--- src/rtl/subtrator_pkg.sv ---
// Shared types and defaults for the bit-serial subtractor.
// Holds the FSM state encoding and the default operand width.
package subtrator_pkg;

    localparam int WIDTH_DEFAULT = 8;

    typedef enum logic [1:0] {
        IDLE  = 2'd0,
        SHIFT = 2'd1,
        FIM   = 2'd2
    } state_t;

endpackage

--- src/rtl/subtrator_completo.sv ---
// One-bit full subtractor cell: computes a - b - borrow_in.
// Shared by every bit position of the serial datapath.
module subtrator_completo (
    input  logic A,
    input  logic B,
    input  logic B_in,
    output logic S,
    output logic B_out
);

    assign S     = A ^ B ^ B_in;
    assign B_out = (~A & B) | (~(A ^ B) & B_in);

endmodule

--- src/rtl/subtrator_serial_8bits.sv ---
// Bit-serial A-B subtractor, LSB first, one bit per clock through a single cell.
// Define SUBTRATOR_FLAGS_EN to build the zero (Z) and signed-overflow (OVF) flags.
module subtrator_serial_8bits
    import subtrator_pkg::*;
#(
    parameter int WIDTH = WIDTH_DEFAULT
) (
    input  logic             CLK,
    input  logic             RST,
    input  logic             START,
    input  logic [WIDTH-1:0] A,
    input  logic [WIDTH-1:0] B,
    output logic [WIDTH-1:0] S,
    output logic             B_out,
    output logic             BUSY,
    output logic             DONE,
    output logic             Z,
    output logic             OVF
);

    localparam int CNT_W = (WIDTH > 1) ? $clog2(WIDTH) : 1;

    state_t             r_state;
    state_t             w_next_state;
    logic [WIDTH-1:0]   r_a;
    logic [WIDTH-1:0]   r_b;
    logic [WIDTH-1:0]   r_sh;
    logic               r_bw;
    logic [CNT_W-1:0]   r_cnt;
    logic               w_diff;
    logic               w_bw_next;
    logic               w_last;
    logic               w_capture;
    logic [WIDTH-1:0]   w_result;

    subtrator_completo u_cell (
        .A     (r_a[0]),
        .B     (r_b[0]),
        .B_in  (r_bw),
        .S     (w_diff),
        .B_out (w_bw_next)
    );

    assign w_last    = (r_cnt == CNT_W'(WIDTH - 1));
    assign w_capture = (r_state == IDLE) && START;
    assign w_result  = {w_diff, r_sh[WIDTH-1:1]};

    always_ff @(posedge CLK or posedge RST) begin
        if (RST) r_state <= IDLE;
        else     r_state <= w_next_state;
    end

    // NOTE: every output of this block gets a default first, so no path can infer a latch.
    always_comb begin
        w_next_state = r_state;
        BUSY         = 1'b0;
        DONE         = 1'b0;
        case (r_state)
            IDLE:  if (START) w_next_state = SHIFT;
            SHIFT: begin
                BUSY = 1'b1;
                if (w_last) w_next_state = FIM;
            end
            FIM: begin
                DONE         = 1'b1;
                w_next_state = IDLE;
            end
            default: w_next_state = IDLE;
        endcase
    end

    // S/B_out load only on the final shift, so partial differences never appear on S.
    // NOTE: sequential state uses non-blocking assignments so all registers see pre-edge values.
    always_ff @(posedge CLK or posedge RST) begin
        if (RST) begin
            r_a   <= '0;
            r_b   <= '0;
            r_sh  <= '0;
            r_bw  <= 1'b0;
            r_cnt <= '0;
            S     <= '0;
            B_out <= 1'b0;
        end else if (w_capture) begin
            r_a   <= A;
            r_b   <= B;
            r_sh  <= '0;
            r_bw  <= 1'b0;
            r_cnt <= '0;
        end else if (r_state == SHIFT) begin
            r_a   <= r_a >> 1;
            r_b   <= r_b >> 1;
            r_sh  <= w_result;
            r_bw  <= w_bw_next;
            r_cnt <= r_cnt + 1'b1;
            if (w_last) begin
                S     <= w_result;
                B_out <= w_bw_next;
            end
        end
    end

`ifdef SUBTRATOR_FLAGS_EN
    logic r_a_msb;
    logic r_b_msb;
    logic r_z;
    logic r_ovf;

    // Operand sign bits are kept aside because the shift registers discard them.
    always_ff @(posedge CLK or posedge RST) begin
        if (RST) begin
            r_a_msb <= 1'b0;
            r_b_msb <= 1'b0;
            r_z     <= 1'b0;
            r_ovf   <= 1'b0;
        end else if (w_capture) begin
            r_a_msb <= A[WIDTH-1];
            r_b_msb <= B[WIDTH-1];
        end else if ((r_state == SHIFT) && w_last) begin
            r_z   <= (w_result == '0);
            r_ovf <= (r_a_msb != r_b_msb) && (w_result[WIDTH-1] != r_a_msb);
        end
    end

    assign Z   = r_z;
    assign OVF = r_ovf;
`else
    assign Z   = 1'b0;
    assign OVF = 1'b0;
`endif

endmodule

--- config.mk ---
export PLATFORM = sky130hd
export DESIGN_NAME = subtrator_serial_8bits
export DESIGN_NICKNAME = d
export VERILOG_FILES = /design/src/rtl/subtrator_pkg.sv /design/src/rtl/subtrator_completo.sv /design/src/rtl/subtrator_serial_8bits.sv
export SDC_FILE = /design/constraint.sdc
export NUM_CORES = 1
export LEC_CHECK = 0
export BUFFER_PORTS_ARGS = -buffer_cell sky130_fd_sc_hd__buf_2
export CAP_MARGIN = 15
export CORE_ASPECT_RATIO = 1.5
export CORE_MARGIN = 2
export CORE_UTILIZATION = 30
export DETAILED_ROUTE_END_ITERATION = 12
export GPL_ROUTABILITY_DRIVEN = 0
export PLACE_DENSITY_LB_ADDON = 0.1
export SLEW_MARGIN = 20
export SYNTH_ARGS = -nofsm -noshare
export SYNTH_HDL_FRONTEND = slang
export SYNTH_SLANG_ARGS = --single-unit
--- constraint.sdc ---
create_clock -name CLK -period 1.5 [get_ports CLK]
set_input_delay 0 -clock CLK [delete_from_list [all_inputs] [get_ports CLK]]
set_output_delay 0 -clock CLK [all_outputs]
set_load 0.005 [all_outputs]
==> results of run 1 <==
==> cells in the final DEF (no fill, tap or decap), drive strengths merged <==
master,instances
nand2b,2
nor2,15
mux2,8
a21oi,3
o21ai,6
ha,2
nor2b,2
dfrtp,38
o21ba,1
o21bai,1
nor3,36
fa,1
o22ai,5
clkbuf,7
inv,7
clkinv,1
a22o,9
nand3b,1
nand2,4
buf,39
dlygate4sd3,4
conb,2
==> layout make-up <==
type | count | area [um2]
Sequential cell | 38 | 951
Multi-Input combinational cell | 98 | 667
Timing Repair Buffer | 43 | 273
Tap cell | 70 | 87.6
Inverter | 7 | 26.3
Fill cell | 561 | 3400
Clock buffer | 7 | 86.3
Clock inverter | 1 | 5.00
==> routing by layer <==
metal / share of wire / global-route usage / vias to the layer above / wire (um)
met5: 0 / 0 / - / 0
met4: 0.019 / 0.0593 / 0 / 72
met3: 0.035 / 0.0326 / 6 / 130
met2: 0.55 / 0.232 / 23 / 2060
met1: 0.39 / 0.141 / 619 / 1470
li1: - / - / 615 / -
==> power groups by stage <==
| stage | Sequential [uW] | Combinational (uW) | Clock (uW) |
|---|---|---|---|
| after global routing | 1830 | 1750 | 806 |
| final | 1760 | 1550 | 719 |
| after global placement | 1760 | 1510 | 0 |
| after detailed placement | 1780 | 1540 | 0 |
| after CTS | 1770 | 1560 | 759 |
| after floorplan | 1710 | 1140 | 0 |
==> kinds of logic after synthesis <==
family	Yosys count
AOI/OAI and AO/OA	25
adders and majority gates	3
buffers and inverters	18
DFF	38
muxes	8
other	1
and+or+nand+nor	60
==> flip-flops by register name (all words and copies together), names as in the netlist <==
signal and cells:
r_state 2, r_bw 1, r_a 8, S 8, r_b 8, B_out 1, r_sh 7, r_cnt 3
==> critical path, stage by stage, from the launching register on <==
cell      delay (ns)
dfrtp_1         0.39
ha_2            0.18
ha_2            0.17
nand3b_1        0.13
buf_12          0.16
mux2_4          0.30
==> repair_timing <==
action,in CTS,in global routing
hold buffers,4,0
hold endpoints to repair,41,0
pin swaps,1,0
setup buffers,1,0
gates resized for setup,2,1
setup endpoints to repair,6,1
==> stage by stage <==
stage | setup slack [ns] | std cells | util | power [uW] | TNS [ns]
floorplan | 0.0638 | 154 | - | 2850 | 0
global placement | 0.0274 | 251 | 0.355 | 3270 | 0
detailed placement | -0.0308 | 251 | 0.355 | 3320 | -0.0308
CTS | 0.0149 | 264 | 0.381 | 4090 | 0
global route | -0.00170 | 264 | 0.382 | 4380 | -0.00170
finish | 0.0476 | 264 | 0.382 | 4020 | 0
==> worst max path at each step <==
| stage | startpoint | endpoint | slack [ns] | cells past startpoint |
|---|---|---|---|---|
| 2_1_floorplan | r_cnt[0] | S[0] | 0.06 | 5 |
| 3_3_place_gp | r_cnt[0] | S[7] | 0.03 | 5 |
| 3_5_place_dp | r_cnt[0] | S[7] | -0.03 | 5 |
| 4_1_cts | r_cnt[0] | S[7] | 0.01 | 5 |
| 5_1_grt | r_cnt[0] | S[7] | -0.002 | 5 |
| 6_report | r_cnt[0] | S[7] | 0.05 | 5 |
==> results.cfg, run 1 <==
[min_path]
min_from = A[2]
hold_path.class = primary input to flip-flop
min_to = r_a[2]
holdPathStages = 3

[synthesis]
synth_mux_area_frac = 0.0676
yosys.area.top_type_share = 0.553
synthesis.area_um2 = 1720
ys.flop_type = dfrtp_1
synthTopCellsByCount = dfrtp_1, nor3_1, nor2_1
synthAdderAreaFrac = 0.0262
yosys_warnings = 0
synth_cell_types = 25
synth_top_family_by_area = simple AND/OR/NAND/NOR gates
synth_compound_area_frac = 0.111
synth_area_per_cell_um2 = 11.2
ys_ff_latch = 38
yosys.area.top_type = dfrtp_1
synth_xor_area_frac = 0
yosysMostFrequentCell = dfrtp_1
synthSimpleGateAreaFrac = 0.174
synth_edf_count = 0
async_flop_share = 1.00
ys_seq_area_frac = 0.553
synth_area_leaders = dfrtp_1, nor3_1, mux2_4
synthCells = 153

[setup_path]
reg2reg_depth = 5
required_ns = 1.68
reg2reg_slack_ns = 0.05
cp-start-kind = flip-flop
rr_endpoint = S[7]
cp_max_fo = 11
timing.rr.start = r_cnt[0]
critical_path_class = flip-flop to flip-flop
arrival_ns = 1.63
endpoint_kind = flip-flop

[timing]
fin_hold_ws_ns = 0.00897
period_minus_slack_ns = 1.45
fin_skew_ns = 0.00182
slew_violations = 0
setup_violations = 0
timing.fmax_mhz = 689
finalCritPeriodShare = 0.968
hold_violations = 0

[global_route]
grt_usage = 0.131
grt_max_degree = 39
antenna_found_initial = 0
grt_pass1_wl_um = 6360
grt.overflow.total = 0
grt_pass1_vias = 1413

[power_and_ir_drop]
p_comb_frac = 0.384
p_leak_uw = 0.00101
power.clock.fraction = 0.179
pwr-share-seq = 0.437
p_int_uw = 2640
peakVddDrop_v = 0.000588
switchingPower_uw = 1380
swShare = 0.343
p_per_area_nw_per_um2 = 1920

[clock_network]
root_buffer = clkbuf_8
clock_latency_ns = 0.29
numCtsBuffers = 5
clk_pin_slew_ns = 0.07
numClockSinks = 38
cts-htree-levels = 2
cts_tree = done
ctsLongestPathBuffers = 2

[floorplanning]
initial_utilization = 0.313
io_pins = 32
die_area_um2 = 6370
die_x_um = 65.8
die_h_um = 96.7
core_um2 = 5490
rows = 33

[final_layout]
drive_gt1_frac = 0.320
area_growth_pct = 21.8
fin_area_um2 = 2100
antenna_cells = 0
nNetsFinal = 215

[drt]
vias = 1263
drt-initial-drc-count = 66
drtAntennaViolNets = 0
drc = 0
dr.pass1.iters = 3
drt_wl_total_um = 3730
vias_per_cell = 4.78
avgRoutedWirePerCell_um = 14.1

[job]
maxCapViolCount = 0

[placement]
dpl.hpwl_um = 2570
io_buffers = 29
post_dp_cell_area_um2 = 1950

[status]
outcome = complete, no violations
No activity file was read; power rests on OpenSTA's default activity.
==> inputs of run 2 (changes only) <==
- MAX_ROUTING_LAYER: default -> met4
==> results.cfg, run 2 (synthesized netlist as in run 1, its figures left out) <==
[final_layout]
top_regs = S x8, r_a x8, r_b x8
finalNonFillerCells = 264
fillers = 561
most-common-layout-cells = dfrtp_1, nor3_1, buf_2
finish.utilization = 0.382
antenna_cells = 0
drive_gt1_frac = 0.320
area_growth_pct = 21.8
layout_commonest_cell = dfrtp_1
nNetsFinal = 215

[power_and_ir_drop]
peakVddDrop_v = 0.000588
p_leak_uw = 0.00101
p_per_area_nw_per_um2 = 1920

[setup_path]
endpoint_kind = flip-flop
cp_slowest_stage_delay_ns = 0.39
cp_slowest_cell = dfrtp_1
worstSetupEndpoint = S[7]
cp-start-kind = flip-flop
crit_top_cell = ha_2
rr_endpoint = S[7]
arrival_ns = 1.62
reg2reg_depth = 5
path_cells = ha_2 -> ha_2 -> nand3b_1 -> buf_12 -> mux2_4
critical_path_class = flip-flop to flip-flop
cp-startpoint = r_cnt[0]
required_ns = 1.67
path_buf_inv = 1
reg2reg_slack_ns = 0.05
timing.rr.start = r_cnt[0]
crit_cells = 5
cp_max_fo = 11
cp_top_family = flip-flops

[drt]
vias_per_cell = 4.80
drt_wl_total_um = 3730
vias = 1268
dr.pass1.iters = 2
drtAntennaViolNets = 0
drt-initial-drc-count = 66
avgRoutedWirePerCell_um = 14.1
drc = 0

[floorplanning]
io_pins = 32
core_um2 = 5490
die_area_um2 = 6370
die_x_um = 65.8
die_h_um = 96.7
rows = 33
initial_utilization = 0.313

[min_path]
hold_path.class = primary input to flip-flop

[timing]
timing.fmax_mhz = 689
period_minus_slack_ns = 1.45
fin_skew_ns = 0.00260
hold_violations = 0
finalCritPeriodShare = 0.968
setup_violations = 0
slew_violations = 0

[global_route]
antenna_found_initial = 0
grt_pass1_wl_um = 6360
grt_usage = 0.134
grt.overflow.total = 0
grt_pass1_vias = 1413
grt_max_degree = 39

[placement]
dpl.hpwl_um = 2570
dpl.cell_count = 251
io_buffers = 29

[clock_network]
cts_tree = done
ctsLongestPathBuffers = 2
root_buffer = clkbuf_8
clk_pin_slew_ns = 0.07
numClockSinks = 38
numCtsBuffers = 5
clock_latency_ns = 0.29
cts-htree-levels = 2

[job]
maxCapViolCount = 0

[status]
outcome = complete, no violations
[run 2: routing by layer]
layer,track usage,vias up,share of wire
met5,-,-,0
met4,0.0593,0,0.018
met3,0.0326,6,0.036
met2,0.232,25,0.55
met1,0.141,622,0.40
li1,-,615,-
[run 2: worst min path at each step]
stage	start	cells past startpoint	to	slack [ns]
floorplan	A[7]	2	r_a[7]	0.14
global placement	RST	3	S[5]	0.14
detailed placement	RST	3	S[4]	0.15
CTS	A[2]	3	r_a[2]	0.006
global route	A[2]	3	r_a[2]	0.04
finish	A[2]	3	r_a[2]	0.01
[run 2: area by class of cell]
| class | instances | area, um2 | share of cell area |
|---|---|---|---|
| sequential | 38 | 951 | 0.454 |
| timing repair buffer | 43 | 273 | 0.130 |
| multi-input combinational | 98 | 667 | 0.318 |
| clock buffer | 7 | 86.3 | 0.0412 |
| clock inverter | 1 | 5.00 | 0.00239 |
| tap | 70 | 87.6 | 0.0418 |
| inverter | 7 | 26.3 | 0.0125 |
[run 2: worst register-to-register path: cells and delay by family, from the launching register on]
family	cells	cell delay, ns
AND/OR/NAND/NOR	1	0.13
adder cells (fa/ha/maj)	2	0.35
multiplexers	1	0.31
flip-flops	1	0.39
buffers and inverters	1	0.16
[run 2: power breakdown]
group | switching (uW) | internal, uW | total [uW]
sequential | 281 | 1480 | 1760
combinational | 751 | 795 | 1550
clock | 349 | 371 | 719
[run 2: metrics by stage]
stage	power, uW	setup WS [ns]	area [um2]	hold WS (ns)	TNS [ns]
after detailed placement	3320	-0.0308	1950	0.150	-0.0308
after CTS	4090	0.0149	2090	0.00553	0
final	4020	0.0481	2100	0.0108	0
after floorplan	2850	0.0638	1720	0.136	0
after global placement	3270	0.0274	1950	0.141	0
after global routing	4380	-0.00170	2100	0.0377	-0.00170
[run 2: what timing repair did]
action / CTS / global route
buffers inserted: 1 / 0
hold endpoints to repair: 41 / 0
gates cloned: 0 / 0
hold buffers: 4 / 0
pin swaps: 1 / 0
endpoints found under the setup margin: 6 / 1
gates resized for setup: 2 / 1
